**src/rtl/alu_uart_interface_pkg.sv**
```systemverilog
// Shared definitions for the serial ALU front end: opcode constants,
// FSM state encoding and the opcode validity check.
package alu_uart_interface_pkg;

    localparam int OP_W = 6;

    localparam logic [OP_W-1:0] OP_ADD = 6'b100000;
    localparam logic [OP_W-1:0] OP_SUB = 6'b100010;
    localparam logic [OP_W-1:0] OP_AND = 6'b100100;
    localparam logic [OP_W-1:0] OP_OR  = 6'b100101;
    localparam logic [OP_W-1:0] OP_XOR = 6'b100110;
    localparam logic [OP_W-1:0] OP_NOR = 6'b100111;
    localparam logic [OP_W-1:0] OP_SRA = 6'b000011;
    localparam logic [OP_W-1:0] OP_SRL = 6'b000010;

    typedef enum logic [2:0] {
        WAIT_A  = 3'd0,
        WAIT_B  = 3'd1,
        WAIT_OP = 3'd2,
        EXEC    = 3'd3,
        WAIT_TX = 3'd4
    } state_t;

    function automatic logic is_valid_op(input logic [OP_W-1:0] op);
        case (op)
            OP_ADD, OP_SUB, OP_AND, OP_OR,
            OP_XOR, OP_NOR, OP_SRA, OP_SRL: return 1'b1;
            default:                        return 1'b0;
        endcase
    endfunction

endpackage

```
**src/rtl/alu_uart_interface_timeout_counter.sv**
```systemverilog
// Inter-byte idle counter: counts while enabled, pulses tc on the cycle
// the count sits at TIMEOUT-1, and restarts from zero on clear.
module alu_uart_interface_timeout_counter #(
    parameter int TIMEOUT = 1000000
) (
    input  logic clk,
    input  logic srst,
    input  logic clear,
    input  logic enable,
    output logic tc
);

    localparam int CW = (TIMEOUT > 1) ? $clog2(TIMEOUT) : 1;
    localparam logic [CW-1:0] TC_VAL = CW'(TIMEOUT - 1);

    logic [CW-1:0] r_count;
    logic          w_at_tc;

    assign w_at_tc = (r_count == TC_VAL);
    assign tc      = enable && w_at_tc;

    always_ff @(posedge clk) begin
        if (srst || clear) begin
            r_count <= '0;
        end else if (enable) begin
            r_count <= w_at_tc ? '0 : r_count + 1'b1;
        end
    end

endmodule

```
**src/rtl/alu_uart_interface.sv**
```systemverilog
// Collects A, B and opcode bytes from the UART receiver, drives the ALU,
// then hands the ALU result to the UART transmitter as a single byte.
module alu_uart_interface
    import alu_uart_interface_pkg::*;
#(
    parameter int NB_DATA = 8,
    parameter int NB_OP   = 6,
    parameter int TIMEOUT = 1000000
) (
    input  logic               CLK,
    input  logic               RESET,
    input  logic [NB_DATA-1:0] RX_DATA,
    input  logic               RX_DONE,
    input  logic               TX_DONE,
    input  logic [NB_DATA-1:0] ALU_RESULT,
    output logic [NB_DATA-1:0] ALU_A,
    output logic [NB_DATA-1:0] ALU_B,
    output logic [NB_OP-1:0]   ALU_OP,
    output logic [NB_DATA-1:0] TX_DATA,
    output logic               TX_START,
    output logic               ERR,
    output logic               BUSY
);

    state_t             r_state;
    state_t             w_state_next;
    logic [NB_DATA-1:0] r_alu_a, w_alu_a_next;
    logic [NB_DATA-1:0] r_alu_b, w_alu_b_next;
    logic [NB_OP-1:0]   r_alu_op, w_alu_op_next;
    logic [NB_DATA-1:0] r_tx_data, w_tx_data_next;
    logic               r_tx_start, w_tx_start_next;
    logic               r_err, w_err_next;

    logic w_hi_clear;
    logic w_op_ok;
    logic w_cnt_en;
    logic w_cnt_clear;
    logic w_timeout;

    // A byte wider than the opcode field is only legal with its upper bits clear
    generate
        if (NB_DATA > NB_OP) begin : g_hi_bits
            assign w_hi_clear = ~|RX_DATA[NB_DATA-1:NB_OP];
        end else begin : g_no_hi_bits
            assign w_hi_clear = 1'b1;
        end
    endgenerate

    assign w_op_ok = w_hi_clear && is_valid_op(RX_DATA[NB_OP-1:0]);

    assign w_cnt_en    = (r_state == WAIT_B) || (r_state == WAIT_OP);
    assign w_cnt_clear = !w_cnt_en || RX_DONE;

    alu_uart_interface_timeout_counter #(
        .TIMEOUT (TIMEOUT)
    ) u_timeout (
        .clk    (CLK),
        .srst   (RESET),
        .clear  (w_cnt_clear),
        .enable (w_cnt_en),
        .tc     (w_timeout)
    );

    always_comb begin
        w_state_next    = r_state;
        w_alu_a_next    = r_alu_a;
        w_alu_b_next    = r_alu_b;
        w_alu_op_next   = r_alu_op;
        w_tx_data_next  = r_tx_data;
        w_tx_start_next = 1'b0;
        w_err_next      = 1'b0;
        case (r_state)
            WAIT_A: begin
                if (RX_DONE) begin
                    w_alu_a_next = RX_DATA;
                    w_state_next = WAIT_B;
                end
            end
            WAIT_B: begin
                // A byte arriving on the expiry cycle still wins over the timeout
                if (RX_DONE) begin
                    w_alu_b_next = RX_DATA;
                    w_state_next = WAIT_OP;
                end else if (w_timeout) begin
                    w_err_next   = 1'b1;
                    w_state_next = WAIT_A;
                end
            end
            WAIT_OP: begin
                if (RX_DONE) begin
                    if (w_op_ok) begin
                        w_alu_op_next = RX_DATA[NB_OP-1:0];
                        w_state_next  = EXEC;
                    end else begin
                        w_err_next    = 1'b1;
                        w_state_next  = WAIT_A;
                    end
                end else if (w_timeout) begin
                    w_err_next   = 1'b1;
                    w_state_next = WAIT_A;
                end
            end
            EXEC: begin
                w_tx_data_next  = ALU_RESULT;
                w_tx_start_next = 1'b1;
                w_state_next    = WAIT_TX;
            end
            WAIT_TX: begin
                if (TX_DONE) begin
                    w_state_next = WAIT_A;
                end
            end
            default: begin
                w_state_next = WAIT_A;
            end
        endcase
    end

    always_ff @(posedge CLK) begin
        if (RESET) begin
            r_state    <= WAIT_A;
            r_alu_a    <= '0;
            r_alu_b    <= '0;
            r_alu_op   <= '0;
            r_tx_data  <= '0;
            r_tx_start <= 1'b0;
            r_err      <= 1'b0;
        end else begin
            r_state    <= w_state_next;
            r_alu_a    <= w_alu_a_next;
            r_alu_b    <= w_alu_b_next;
            r_alu_op   <= w_alu_op_next;
            r_tx_data  <= w_tx_data_next;
            r_tx_start <= w_tx_start_next;
            r_err      <= w_err_next;
        end
    end

    assign ALU_A    = r_alu_a;
    assign ALU_B    = r_alu_b;
    assign ALU_OP   = r_alu_op;
    assign TX_DATA  = r_tx_data;
    assign TX_START = r_tx_start;
    assign ERR      = r_err;
    assign BUSY     = (r_state != WAIT_A);

endmodule

```
**config.mk**
```make
export PLATFORM = sky130hd
export DESIGN_NAME = alu_uart_interface
export DESIGN_NICKNAME = d
export VERILOG_FILES = /design/src/rtl/alu_uart_interface_pkg.sv /design/src/rtl/alu_uart_interface_timeout_counter.sv /design/src/rtl/alu_uart_interface.sv
export SDC_FILE = /design/constraint.sdc
export NUM_CORES = 1
export LEC_CHECK = 0
export CAP_MARGIN = 15
export CORE_MARGIN = 4
export CORE_UTILIZATION = 50
export CTS_CLUSTER_DIAMETER = 100
export DETAILED_ROUTE_END_ITERATION = 10
export PLACE_DENSITY = 0.79
export SLEW_MARGIN = 20
export SYNTH_ARGS = -nofsm -noshare
export SYNTH_HDL_FRONTEND = slang
export SYNTH_HIERARCHICAL = 1
export SYNTH_SLANG_ARGS = --single-unit
```
**constraint.sdc**
```tcl
create_clock -name CLK -period 2.2 [get_ports CLK]
set_input_delay 0.44 -clock CLK [delete_from_list [all_inputs] [get_ports CLK]]
set_output_delay 0.44 -clock CLK [all_outputs]
set_load 0.01 [all_outputs]
```
==> results.txt <==
The flow ran to the end, and the final reports show no timing, DRC or antenna violations. The final routed wire length divided by cell count came out at 14.15 um. Measured in cells, the most critical reg-to-reg path has a length of 8.

After technology mapping, the gate count stands at 256. The starting utilization of the core area came out at 0.5234. The primary flip-flop cell chosen by synthesis mapping is sky130_fd_sc_hd__dfxtp_1. The internal power of the cells totals 1.449 mW. The via count of the first global-routing pass was 1,940.

Of the synthesized area, sequential elements account for 0.4396. STA puts the critical path data arrival time at 2230 ps. The worst setup path is launched from a register. The total number of vias is 1,991. The number of cells on the worst hold path came out at 2. Of the cells placed in the final design, the portion with a size suffix greater than 1 is 0.1645. The slowest stage of the critical path belongs to the cell sky130_fd_sc_hd__nor4_2. In this run the clock root is driven by a sky130_fd_sc_hd__clkbuf_8. The worst slew margin relative to its limit came out at 0.5905.

Of the total power, combinational logic draws 0.099. Summed over all cells, the static leakage comes to 1.123 nW. Setup violations remaining at the end of the flow were counted as 0. After synthesis the netlist holds a flip-flop and latch count of 55. Counting tap cells, the placed design contains a total of 369 instances. The critical path's largest stage delay came out at 440 ps. The number of top-level pins came out at 53.

The net switching power of the design is 0.4251 mW. The share of total power dissipated in sequential elements is 0.545. The design draws 1.874 mW. The die covers 6206 um2.

The number of warnings printed during yosys synthesis came out at 6. In this run the worst hold path is classified as reg -> reg. The total stage count of the critical path is 8. The height of the chip is 78.78 um.

Compared with the post-synthesis result, the final layout area differs by 27.02%. When the netlist entered floorplanning its net count stood at 277. The maximum fanout along the worst path is 4.

The largest total area in the synthesized netlist belongs to sky130_fd_sc_hd__dfxtp_1. The longest clock path from root to sink contains 2 buffers. The initial antenna violation count was 0. The total clock sinks came out at 55. At the placement stage, the worst setup path has a slack of 58.51 ps.

The number of nets with antenna violations after routing came out at 0. The iteration count of the initial detailed-routing pass is 5. The clock tree synthesis step divided the H-tree into 2 levels.

The via-per-instance ratio is 5.281. Sorting the synthesized cells by area gives the leading types as sky130_fd_sc_hd__dfxtp_1 (44%), sky130_fd_sc_hd__mux2i_1 (8.4%), sky130_fd_sc_hd__nand2_1 (5.1%). The fraction of synthesized cell area taken by the top area cell type came out at 0.4396. The critical path goes through xnor2_1 -> nor2_1 -> and3_4 -> nand4_2 -> nor4_2 -> or3b_2 -> a21oi_1 -> o21a_1.

The fraction of power spent switching nets is 0.2269. The largest net degree at the start of global routing is 27. The count of fill cells added during filler insertion is 366. The most common cell in the synthesized netlist is sky130_fd_sc_hd__dfxtp_1.

The category of the critical setup timing path is reg -> reg. The final cell count without fillers came out at 377. The slew of the pin with the lowest slew margin came out at 612.4 ps. The proportion of register bits with asynchronous set or reset after synthesis came out at 0. The hold violation total from the final report came out at 0. The worst setup margin is 175.2 ps. The count of buffering cells on the critical path with inverters included is 0. After detailed routing, the total wire length is 5333 um. For this run, the top clock speed supported by timing is 0.4939 GHz. The first global-routing pass estimated 8956 um of wire. The clock latency of the later-clocked register in the worst-skew pair came out at 300 ps. After clock tree synthesis, the clock-pin slew on the worst setup and hold paths is 90 ps. After clock tree synthesis, the setup repair step added 0 buffers. The clock power share is 0.356. The beginning of the worst hold path is ALU_A[0]$_SDFFE_PP0P_. The final weighted congestion in routability-driven placement came out at 0.7872. The cell family with the largest share of critical-path delay is simple AND/OR/NAND/NOR gates.

The net count reported at finish is 330. The number of unique standard cell types used by synthesis is 50. The number of CTS-inserted buffers came out at 5. The sum of overflow across all layers after global routing came out at 0. Summed over all failing endpoints, the final setup total negative slack is 0 ps. After floorplanning, the core was sized to cover 4786 um2. The max-slew violation count was 0. The per-instance average area after synthesis came out at 9.785 um2. The number of flops mapped to enable cells by yosys came out at 0.

The startpoint identified for the worst register-to-register timing path is r_state[1]$_SDFFE_PP0P_. The final period utilization came out at 0.9203. The critical path starts at r_state[1]$_SDFFE_PP0P_. The count of buffers added on input and output ports is 52. The final critical delay including setup and external delays is 2025 ps. TritonCTS built the clock tree. The number of antenna cells inserted came out at 0. The largest clock skew in the final design is 8.512 ps. The number of max-cap violations came out at 0. The peak ir drop on the vdd network came out at 0.0005490 V.

Summing every instance area after synthesis gives 2505 um2. The DRC violations left came out at 0. STA classifies the critical path endpoint as a register. The post-CTS resize count is 0.

For this block, the initial DRC count from the detailed router was 100. Setup repair after global routing left no endpoint under its margin. The HPWL after detailed placement is 3810 um. The total of hold buffers inserted after clock tree synthesis is 0.

The count of standard-cell rows is 25. After synthesis, the most frequently instantiated cells are sky130_fd_sc_hd__dfxtp_1 (55), sky130_fd_sc_hd__nand2_1 (34), sky130_fd_sc_hd__nor2_1 (23), sky130_fd_sc_hd__mux2i_1 (21), sky130_fd_sc_hd__nor2_2 (16). The total power density per cell area is 588.9 nW/um2.

The required time of the worst setup path came out at 2400 ps. The overall die width came out at 78.78 um. The total routing usage reported by global routing is 0.1782.
## sequential cells by signal (all words and copies together), names as in the netlist
register	count
TX_START	1
u_timeout/r_count	20
r_state	3
TX_DATA	8
ERR	1
ALU_OP	6
ALU_B	8
ALU_A	8
## power groups by stage
stage                     Sequential [mW]  Clock [mW]  Combinational [mW]
after detailed placement             1.04           0               0.187
after global placement               1.04           0               0.185
after global routing                 1.02       0.729               0.201
after CTS                            1.02       0.683               0.188
final                                1.02       0.666               0.186
after floorplan                      1.05           0              0.0897
## logic make-up after synthesis
| family | after synthesis | share of synthesized area |
|---|---|---|
| AO/OA/AOI/OAI | 26 | 0.08242 |
| XOR/XNOR | 16 | 0.05594 |
| adder cells (fa/ha/maj) | 1 | 0.004994 |
| buffers and inverters | 17 | 0.04795 |
| flip-flops | 55 | 0.4396 |
| multiplexers | 21 | 0.08392 |
| AND/OR/NAND/NOR | 120 | 0.2852 |
## tightest hold or removal path: stages (launching register included)
cell and delay (ps):
sky130_fd_sc_hd__dfxtp_1 320, sky130_fd_sc_hd__nand2_1 50, sky130_fd_sc_hd__a21oi_1 50
## stage by stage
stage	util	hold WS [ps]	area, um2
2_1_floorplan	-	461.1	2505
3_3_place_gp	0.6395	442.1	3060
3_5_place_dp	0.6395	449.7	3060
4_1_cts	0.6630	465.7	3173
5_1_grt	0.6648	490.1	3182
6_report	0.6648	462.2	3182
## final timing paths
check / endpoint / slack [ps]
hold reg to reg: ALU_A[0]$_SDFFE_PP0P_ / 460
hold / removal: ALU_A[0]$_SDFFE_PP0P_ / 460
setup reg to reg: r_state[0]$_SDFFE_PP0P_ / 180
setup / recovery: r_state[0]$_SDFFE_PP0P_ / 180
## cells in the final DEF, fill, tap and decap left out, types with 2 or more instances in the layout
cell                              synthesis  layout
sky130_fd_sc_hd__dfxtp_1                 55      55
sky130_fd_sc_hd__clkdlybuf4s50_1          0      51
sky130_fd_sc_hd__nand2_1                 34      34
sky130_fd_sc_hd__nor2_1                  23      23
sky130_fd_sc_hd__mux2i_1                 21      21
sky130_fd_sc_hd__nor2_2                  16      16
sky130_fd_sc_hd__xnor2_1                 10      10
sky130_fd_sc_hd__a21oi_1                 10      10
sky130_fd_sc_hd__buf_4                    2       8
sky130_fd_sc_hd__xor2_1                   6       6
sky130_fd_sc_hd__a21oi_2                  5       5
sky130_fd_sc_hd__clkbuf_8                 0       5
sky130_fd_sc_hd__nand3_1                  5       5
sky130_fd_sc_hd__nor4_1                   6       5
sky130_fd_sc_hd__or3_1                    3       3
sky130_fd_sc_hd__nor3b_1                  3       3
sky130_fd_sc_hd__nand4_2                  3       3
sky130_fd_sc_hd__and4_1                   3       3
sky130_fd_sc_hd__nand4_1                  3       3
sky130_fd_sc_hd__or4_1                    3       3
sky130_fd_sc_hd__nand3b_1                 2       2
sky130_fd_sc_hd__or4b_1                   2       2
sky130_fd_sc_hd__nor4b_1                  2       2
sky130_fd_sc_hd__o21ai_0                  2       2
sky130_fd_sc_hd__inv_1                    2       2
sky130_fd_sc_hd__o31ai_1                  2       2
## layout make-up
type | instances | area (um2) | area share
flip-flops and latches | 55 | 1101 | 0.3460
inverters | 3 | 11.26 | 0.003539
well taps | 67 | 83.83 | 0.02635
repair buffers | 60 | 583.1 | 0.1832
clock buffers | 5 | 68.82 | 0.02163
clock inverters | 3 | 43.79 | 0.01376
multi-input cells | 184 | 1290 | 0.4054
## per-layer routing
metal  global-route usage  routed length [um]  part of all wire  vias to the layer above
met5                    0                   0                 0                        -
met4              0.04720                  79             0.015                        0
met3              0.06916                 354             0.066                        8
met2               0.2929                2521              0.47                       54
met1               0.2176                2378              0.45                      932
li1                     -                   -                 -                      997
Note: power is estimated with default switching activity, not from simulation.
